**src/rtl/simon_game_ctrl.sv**
```systemverilog
// Simon Says game sequencer: shows the golden sequence, collects presses, runs the check handshake.
// Optional input timeout is enabled by defining SIMON_TIMEOUT_EN.
module simon_game_ctrl #(
    parameter logic [23:0] DISPLAY_TICKS = 24'd6_000_000,
    parameter logic [23:0] GAP_TICKS     = 24'd2_000_000,
    parameter logic [27:0] INPUT_TIMEOUT = 28'd100_000_000
) (
    input  logic        clk,
    input  logic        rst,
    input  logic        start,
    input  logic        btn_valid,
    input  logic [1:0]  btn_colour,
    input  logic [31:0] seq_mem,
    input  logic        check_done,
    input  logic        check_pass,
    output logic        en_check,
    output logic [31:0] seq_in_check,
    output logic [3:0]  round_ctr,
    output logic        led_on,
    output logic [1:0]  led_colour,
    output logic [2:0]  state_out,
    output logic        game_won,
    output logic        game_over
);

    typedef enum logic [2:0] {
        IDLE     = 3'd0,
        SHOW_ON  = 3'd1,
        SHOW_OFF = 3'd2,
        INPUT    = 3'd3,
        CHECK    = 3'd4,
        WIN      = 3'd5,
        LOSE     = 3'd6
    } state_t;

    state_t      state;
    logic [23:0] timer;
    logic [3:0]  idx;

`ifdef SIMON_TIMEOUT_EN
    logic [27:0] to_ctr;
`else
    logic unused_timeout;
    assign unused_timeout = ^INPUT_TIMEOUT;
`endif

    assign state_out = state;

    always_ff @(posedge clk or posedge rst) begin
        if (rst) begin
            state        <= IDLE;
            timer        <= '0;
            idx          <= '0;
            en_check     <= 1'b0;
            seq_in_check <= '0;
            round_ctr    <= '0;
            led_on       <= 1'b0;
            led_colour   <= '0;
            game_won     <= 1'b0;
            game_over    <= 1'b0;
`ifdef SIMON_TIMEOUT_EN
            to_ctr       <= '0;
`endif
        end else begin
            case (state)
                IDLE, WIN, LOSE: begin
                    if (start) begin
                        state        <= SHOW_ON;
                        round_ctr    <= '0;
                        idx          <= '0;
                        seq_in_check <= '0;
                        timer        <= DISPLAY_TICKS - 24'd1;
                        led_on       <= 1'b1;
                        led_colour   <= seq_mem[1:0];
                        game_won     <= 1'b0;
                        game_over    <= 1'b0;
                    end
                end

                SHOW_ON: begin
                    if (timer == '0) begin
                        state      <= SHOW_OFF;
                        timer      <= GAP_TICKS - 24'd1;
                        led_on     <= 1'b0;
                        led_colour <= '0;
                    end else begin
                        timer <= timer - 24'd1;
                    end
                end

                SHOW_OFF: begin
                    if (timer == '0) begin
                        if (idx == round_ctr) begin
                            state        <= INPUT;
                            idx          <= '0;
                            seq_in_check <= '0;
`ifdef SIMON_TIMEOUT_EN
                            to_ctr       <= '0;
`endif
                        end else begin
                            state      <= SHOW_ON;
                            idx        <= idx + 4'd1;
                            timer      <= DISPLAY_TICKS - 24'd1;
                            led_on     <= 1'b1;
                            led_colour <= seq_mem[{idx + 4'd1, 1'b0} +: 2];
                        end
                    end else begin
                        timer <= timer - 24'd1;
                    end
                end

                INPUT: begin
                    if (btn_valid) begin
                        seq_in_check[{idx, 1'b0} +: 2] <= btn_colour;
                        if (idx == round_ctr) begin
                            state    <= CHECK;
                            en_check <= 1'b1;
                        end else begin
                            idx <= idx + 4'd1;
                        end
`ifdef SIMON_TIMEOUT_EN
                        to_ctr <= '0;
                    end else if (to_ctr == INPUT_TIMEOUT - 28'd1) begin
                        state     <= LOSE;
                        game_over <= 1'b1;
                    end else begin
                        to_ctr <= to_ctr + 28'd1;
`endif
                    end
                end

                CHECK: begin
                    // en_check high marks the first CHECK cycle; a done pulse there belongs to nothing.
                    if (en_check) begin
                        en_check <= 1'b0;
                    end else if (check_done) begin
                        if (!check_pass) begin
                            state     <= LOSE;
                            game_over <= 1'b1;
                        end else if (round_ctr == 4'd15) begin
                            state    <= WIN;
                            game_won <= 1'b1;
                        end else begin
                            state      <= SHOW_ON;
                            round_ctr  <= round_ctr + 4'd1;
                            idx        <= '0;
                            timer      <= DISPLAY_TICKS - 24'd1;
                            led_on     <= 1'b1;
                            led_colour <= seq_mem[1:0];
                        end
                    end
                end

                default: begin
                    state      <= IDLE;
                    en_check   <= 1'b0;
                    led_on     <= 1'b0;
                    led_colour <= '0;
                end
            endcase
        end
    end

endmodule

```
**config.mk**
```make
export PLATFORM = sky130hd
export DESIGN_NAME = simon_game_ctrl
export DESIGN_NICKNAME = d
export VERILOG_FILES = /design/src/rtl/simon_game_ctrl.sv
export SDC_FILE = /design/constraint.sdc
export NUM_CORES = 1
export LEC_CHECK = 0
export CELL_PAD_IN_SITES_DETAIL_PLACEMENT = 0
export CELL_PAD_IN_SITES_GLOBAL_PLACEMENT = 1
export CORE_ASPECT_RATIO = 1.1
export CORE_UTILIZATION = 36
export CTS_CLUSTER_SIZE = 40
export DETAILED_ROUTE_END_ITERATION = 10
export PLACE_DENSITY_LB_ADDON = 0.1
export SKIP_LAST_GASP = 1
export SYNTH_ARGS = -nofsm -noshare
export SYNTH_HDL_FRONTEND = slang
export SYNTH_SLANG_ARGS = --single-unit
```
**constraint.sdc**
```tcl
create_clock -name clk -period 2.3 [get_ports clk]
set_input_delay 0.23 -clock clk [delete_from_list [all_inputs] [get_ports clk]]
set_output_delay 0.23 -clock clk [all_outputs]
set_load 0.05 [all_outputs]
```
# Word level (Yosys, flattened, before mapping)
# Cells that the tools add are included.
dict set report word_totals {
  word_cells 131
  inputBits 40
  regBits 73
  output_inout_bits 45
}
dict set report classes {
  shifts 3
  bitwise 2
  n_mux 72
  n_addsub 4
  n_reduce_logical 17
  eq_ne 23
}
# cell count
set op_table {}
lappend op_table {{two-way mux 24 bit} 8}
lappend op_table {{two-way mux 32 bit} 4}
lappend op_table {{case mux 24 bit (4 select lines)} 1}
lappend op_table {{case mux 32 bit (3 select lines)} 1}
lappend op_table {{two-way mux 4 bit} 13}
lappend op_table {{bitwise mux 32 bit} 1}
lappend op_table {{variable shift 2 x 7 -> 32 bit, first input constant} 1}
lappend op_table {{indexed part select 2 x 7 -> 32 bit} 1}
lappend op_table {{indexed part select 32 x 6 -> 2 bit} 1}
lappend op_table {{!= test 2 bit, second input constant} 14}
lappend op_table {{two-way mux 3 bit} 9}
lappend op_table {{zero test 24 bit} 1}
lappend op_table {{subtractor 24 x 1 -> 24 bit, second input constant} 1}
lappend op_table {{two-way mux 1 bit} 18}
lappend op_table {{two-way mux 2 bit} 9}
lappend op_table {{AND reduction 9 bit} 2}
lappend op_table {{case mux 4 bit (4 select lines)} 1}
lappend op_table {{case mux 3 bit (5 select lines)} 1}
lappend op_table {{AND reduction 7 bit} 2}
lappend op_table {{AND reduction 6 bit} 2}
lappend op_table {{case mux 2 bit (5 select lines)} 1}
lappend op_table {{AND reduction 5 bit} 2}
lappend op_table {{== test 3 bit, second input constant} 3}
lappend op_table {{adder 4 x 1 -> 4 bit, second input constant} 2}
lappend op_table {{other kinds (17)} 22}

# Longest topological paths before layout
dict set report depth {
  word_depth 6
  depth_mapped 10
  depth_no_buf 8
}

# Worst setup path before layout
# OpenSTA, ideal clock, no wires.
dict set report synth_timing {
  path_kind {register to register}
  from {register state[1] (netlist: state_out[1])}
  to {register led_colour[0]}
  path_buffers 2
  period_less_slack_ns 2.431
  arrival_ns 2.307
  path_slack_ns -0.131
  t_required_ns 2.175
  setup_time_ns 0.125
  stages_incl_launch_ff 8
  cell_sequence {dfrtp_1 > buf_2 > clkbuf_1 > a21oi_1 > a21oi_1 > nand2_2 > nor3_2 > mux2_2}
}
dict set report synth_between {
  elab_chain_cells 4
  word_cells_on_any_way 19
  classes_between {eq/ne: 14; mux: 1; bitwise: 1; reduce/logical: 3}
}
# element line
set synth_lines {}
lappend synth_lines {{start, declared} 36} ;# state_t state;
lappend synth_lines {{start signal, assigned} 51} ;# state <= IDLE;
lappend synth_lines {{start signal, assigned} 68} ;# state <= SHOW_ON;
lappend synth_lines {{start signal, assigned} 82} ;# state <= SHOW_OFF;
lappend synth_lines {{== test 3 bit / zero test 3 bit (equally long branches)} 65} ;# case (state)
lappend synth_lines {{OR reduction 3 bit} 65}
lappend synth_lines {{!= test 2 bit (no line)} --}
lappend synth_lines {{AND reduction 9 bit (no line)} --}
lappend synth_lines {{end signal, assigned} 74} ;# led_colour <= seq_mem[1:0];
lappend synth_lines {{end signal, assigned} 105} ;# led_colour <= seq_mem[{idx + 4'd1, 1'b0} +: 2];
lappend synth_lines {{end signal, assigned} 149} ;# led_colour <= seq_mem[1:0];
lappend synth_lines {{end, declared} 20} ;# output logic [1:0] led_colour,
# Several ways; a longest one is shown, not always the timed one.
# A chain may end at the register's enable or synchronous reset.

# Worst setup path in the final report
dict set report layout_timing {
  from {register timer[20]}
  to {register seq_in_check[9]}
}
dict set report layout_between {
  elab_chain_cells 3
}
# element line
set layout_lines {}
lappend layout_lines {{start, declared} 37} ;# logic [23:0] timer;
lappend layout_lines {{start signal, assigned} 72} ;# timer <= DISPLAY_TICKS - 24'd1;
lappend layout_lines {{start signal, assigned} 83} ;# timer <= GAP_TICKS - 24'd1;
lappend layout_lines {{start signal, assigned} 87} ;# timer <= timer - 24'd1;
lappend layout_lines {{zero test 24 bit} 92} ;# if (timer == '0) begin
lappend layout_lines {{!= test 2 bit (no line)} --}
lappend layout_lines {{AND reduction 5 bit (no line)} --}
lappend layout_lines {{end signal, assigned by index} 114} ;# seq_in_check[{idx, 1'b0} +: 2] <= btn_colour;
lappend layout_lines {{end, declared} 17} ;# output logic [31:0] seq_in_check,
# No other way between the ends.

==> results by group <==
Status
  – Status: completed

Drt
  – DRT Pass-1 Iters: 4
  – Via count: ~4300
  – WL/cell: 16.2 um
  – Post-route DRC: 0
  – Vias per inst: around 5.5
  – Final wirelength: 12700 um
  – Routed Antenna Nets: 0
  – First DRT Iteration DRCs: around 280

Power
  – Peak supply drop: between 0.6 and 0.7 mV
  – Switching portion of total power: approximately 44%
  – P_int: ~0.0037 W
  – Leak: ~2.6 nW
  – Pwr dens: 1090 nW/um^2
  – Switching power: a little under 0.003 W
  – Seq pwr share: roughly a quarter
  – Clock power frac: between 10% and 20%
  – Logic pwr share: about 57%

Critical path
  – CP cell instances: or4_4, nor3b_4, and3_4, a31oi_4, buf_12, a21o_4, o2bb2ai_1
  – WS Path Type: flop to flop
  – Worst Setup End Kind: flop
  – Delay-heaviest family, CP: simple AND/OR/NAND/NOR gates
  – Worst EP required: between 2 and 3 ns
  – Slowest stage cell, crit path: or4_4
  – Worst EP arrival: 2.44 ns
  – R2r setup slk: 0.07 ns
  – Worst stage delay on the critical path: approximately 0.56 ns
  – Worst-path maximum fanout: 8
  – CP bufs+invs: 1
  – Worst setup SP type: flop

Die
  – Initial core utilization: around 37%
  – Row count: 42
  – Die footprint: between 10000 and 15000 um^2
  – Die span in x: 108 um
  – Die height: roughly 120 um
  – IO Pins: 85
  – Core box area: ~12000 um^2

Timing
  – Max Fclk: about 450 MHz
  – Worst-Margin Slew: between 0.5 and 0.6 ns
  – Fin Setup TNS: 0 ns
  – Setup WS post-layout: between 0.06 and 0.07 ns
  – Final setup vio count: 0
  – Max-slew headroom: 64.9%
  – Clock Skews: 0.00930 ns
  – RSZ-0062 raised after global routing: true
  – Final Hold Vio Count: 0
  – Period utilization: between 90% and 100%
  – Pins Over Slew Limit: 0
  – Final min period: roughly 2.2 ns

Cells and area
  – Design Area, Final: 6160 um^2
  – FF/Latch Area: between 1500 and 2000 um^2
  – Layout Area Growth over Synthesis: 38.5%
  – Share of layout cells above drive strength 1: around 18%
  – Fill count: between 1000 and 1500
  – N_diodes: 0
  – Area occupied by multi-input gates: roughly 2400 um^2
  – Nets: roughly 670

Yosys
  – Leading area contributor after synthesis: dfrtp_1
  – Synth Register Bits: between 70 and 80
  – Top post-synthesis cells by area: dfrtp_1, o21ai_0, a21oi_1
  – Synth Instances: 494
  – Number of enable flip-flop cells after synthesis: 0
  – Leading cell type by number of instances after synthesis: dfrtp_1
  – Synth warn: 0
  – Top-area cell type share of the netlist area: approximately two fifths
  – Syn_nets: 540
  – Synth Flop Type: dfrtp_1
  – Register area share after synthesis: 41.1%
  – Netlist Area Pre-Place: approximately 4400 um^2
  – Synth Area per Inst: 9.00 um^2
  – Async SR Flop Fraction: 100%
  – Post-synthesis cell type count: 64
  – Most frequent cells after synthesis: dfrtp_1, o21ai_0, a21oi_1, nand2_1, nor2_1

Hold path
  – Worst min path class: primary input to async pin

Global routing
  – Initial antenna violation count: 0
  – First-pass GRT wire length: 20900 um
  – Global Route Usage Sum: a little over a fifth
  – Vias in the first global route: 4188
  – Largest net degree at the start of global routing: 29
  – Gr ovfl total: 0

Clock tree
  – Clock Path Buffers: 2
  – H-tree depth: 3
  – TritonCTS buffer count: 9
  – Root Driver: clkbuf_16
  – Clk_lat worst skew: between 0.3 and 0.4 ns
  – Clk sink count: 73
  – CTS tree: built
  – CTS Hold Bufs: 0
  – Reg clk slew, reported paths: 0.06 ns

Run
  – Max-cap check violation count: 0

Placed design
  – Post-DP HPWL: 9480 um
  – RePlAce Congestion: roughly 0.85
  – Placed Instance Area: 5760 um^2
  – # port buffers: 84
  – Pre-CTS WS: -0.0294 ns
[flip-flops by register name (all words and copies together) (netlist names)]
name / flops
led_on: 1
seq_in_check: 32
led_colour: 2
state_out: 3
idx: 4
game_won: 1
round_ctr: 4
timer: 24
game_over: 1
en_check: 1
[cells in the final DEF, fill, tap and decap left out, types with 4 or more instances in the layout]
cell type / count
nand3b_1: 4
dfrtp_1: 71
clkbuf_16: 10
o31ai_1: 5
mux4_2: 8
o32ai_1: 4
a22o_1: 4
mux2i_1: 4
nand3_1: 11
o41ai_1: 5
clkdlybuf4s50_1: 84
nand2b_1: 12
nor3_1: 9
o22ai_1: 12
nor2_1: 34
xor2_1: 7
a21oi_1: 40
o21ai_0: 64
mux2_2: 4
nand2_1: 43
ha_1: 6
a31oi_1: 7
nand4_1: 7
inv_1: 32
and2_1: 5
buf_4: 55
o21ai_1: 4
[power by group through the flow]
stage               logic (W)  registers [W]  clock network (W)
floorplan             0.00232        0.00177                  0
global route          0.00419        0.00161            0.00137
global placement      0.00351        0.00160                  0
finish                0.00383        0.00159            0.00127
CTS                   0.00364        0.00159            0.00131
detailed placement    0.00354        0.00161                  0
[cells by family after synthesis]
| kind of cell | Yosys count | share of synthesized area, % |
|---|---|---|
| AOI/OAI and AO/OA | 181 | 25.2 |
| adders and majority gates | 6 | 1.69 |
| muxes | 16 | 5.97 |
| xor gates and xnor gates | 10 | 1.97 |
| DFF | 73 | 41.1 |
| and+or+nand+nor | 151 | 17.9 |
| buffers and inverters | 57 | 6.22 |
[metal layers]
metal	track usage, %	share of wire (%)
met5	0	0
met2	33.7	48
met3	3.09	4.1
met4	10.1	2.6
met1	27.6	45
[cell type report]
| class | instances | area share (%) |
|---|---|---|
| multi-input combinational | 364 | 39.1 |
| sequential | 73 | 29.7 |
| timing repair buffer | 144 | 21.8 |
| clock buffer | 10 | 3.72 |
| tap | 154 | 3.13 |
| inverter | 33 | 2.01 |
| clock inverter | 5 | 0.548 |
[timing repair]
action | CTS | global route
setup buffers | 2 | 2
setup endpoints to repair | 12 | 63
cloned | 0 | 1
resized for setup | 0 | 20
pin swaps | 1 | 3
[per-stage QoR]
stage / total power (W) / util (%) / hold slack, ns / cells
finish: 0.00669 / 51.2 / 0.238 / 783
global route: 0.00717 / 51.2 / 0.271 / 783
CTS: 0.00653 / 50.2 / 0.249 / 780
detailed placement: 0.00515 / 47.8 / 0.481 / 763
global placement: 0.00511 / 47.8 / 0.474 / 763
floorplan: 0.00409 / - / 0.397 / 494
[worst paths after layout]
kind / start / endpoint / cells past startpoint
hold / removal: rst / timer[2]$_DFFE_PP0P_ / 2
max in group asynchronous: rst / timer[10]$_DFFE_PP0P_ / 3
hold reg to reg: timer[7]$_DFFE_PP0P_ / timer[7]$_DFFE_PP0P_ / 1
setup / recovery: timer[20]$_DFFE_PP0P_ / seq_in_check[9]$_DFFE_PP0P_ / 7
setup reg to reg: timer[20]$_DFFE_PP0P_ / seq_in_check[9]$_DFFE_PP0P_ / 7
min in group clk: timer[7]$_DFFE_PP0P_ / timer[7]$_DFFE_PP0P_ / 1
Note: power is estimated with default switching activity, not from simulation.
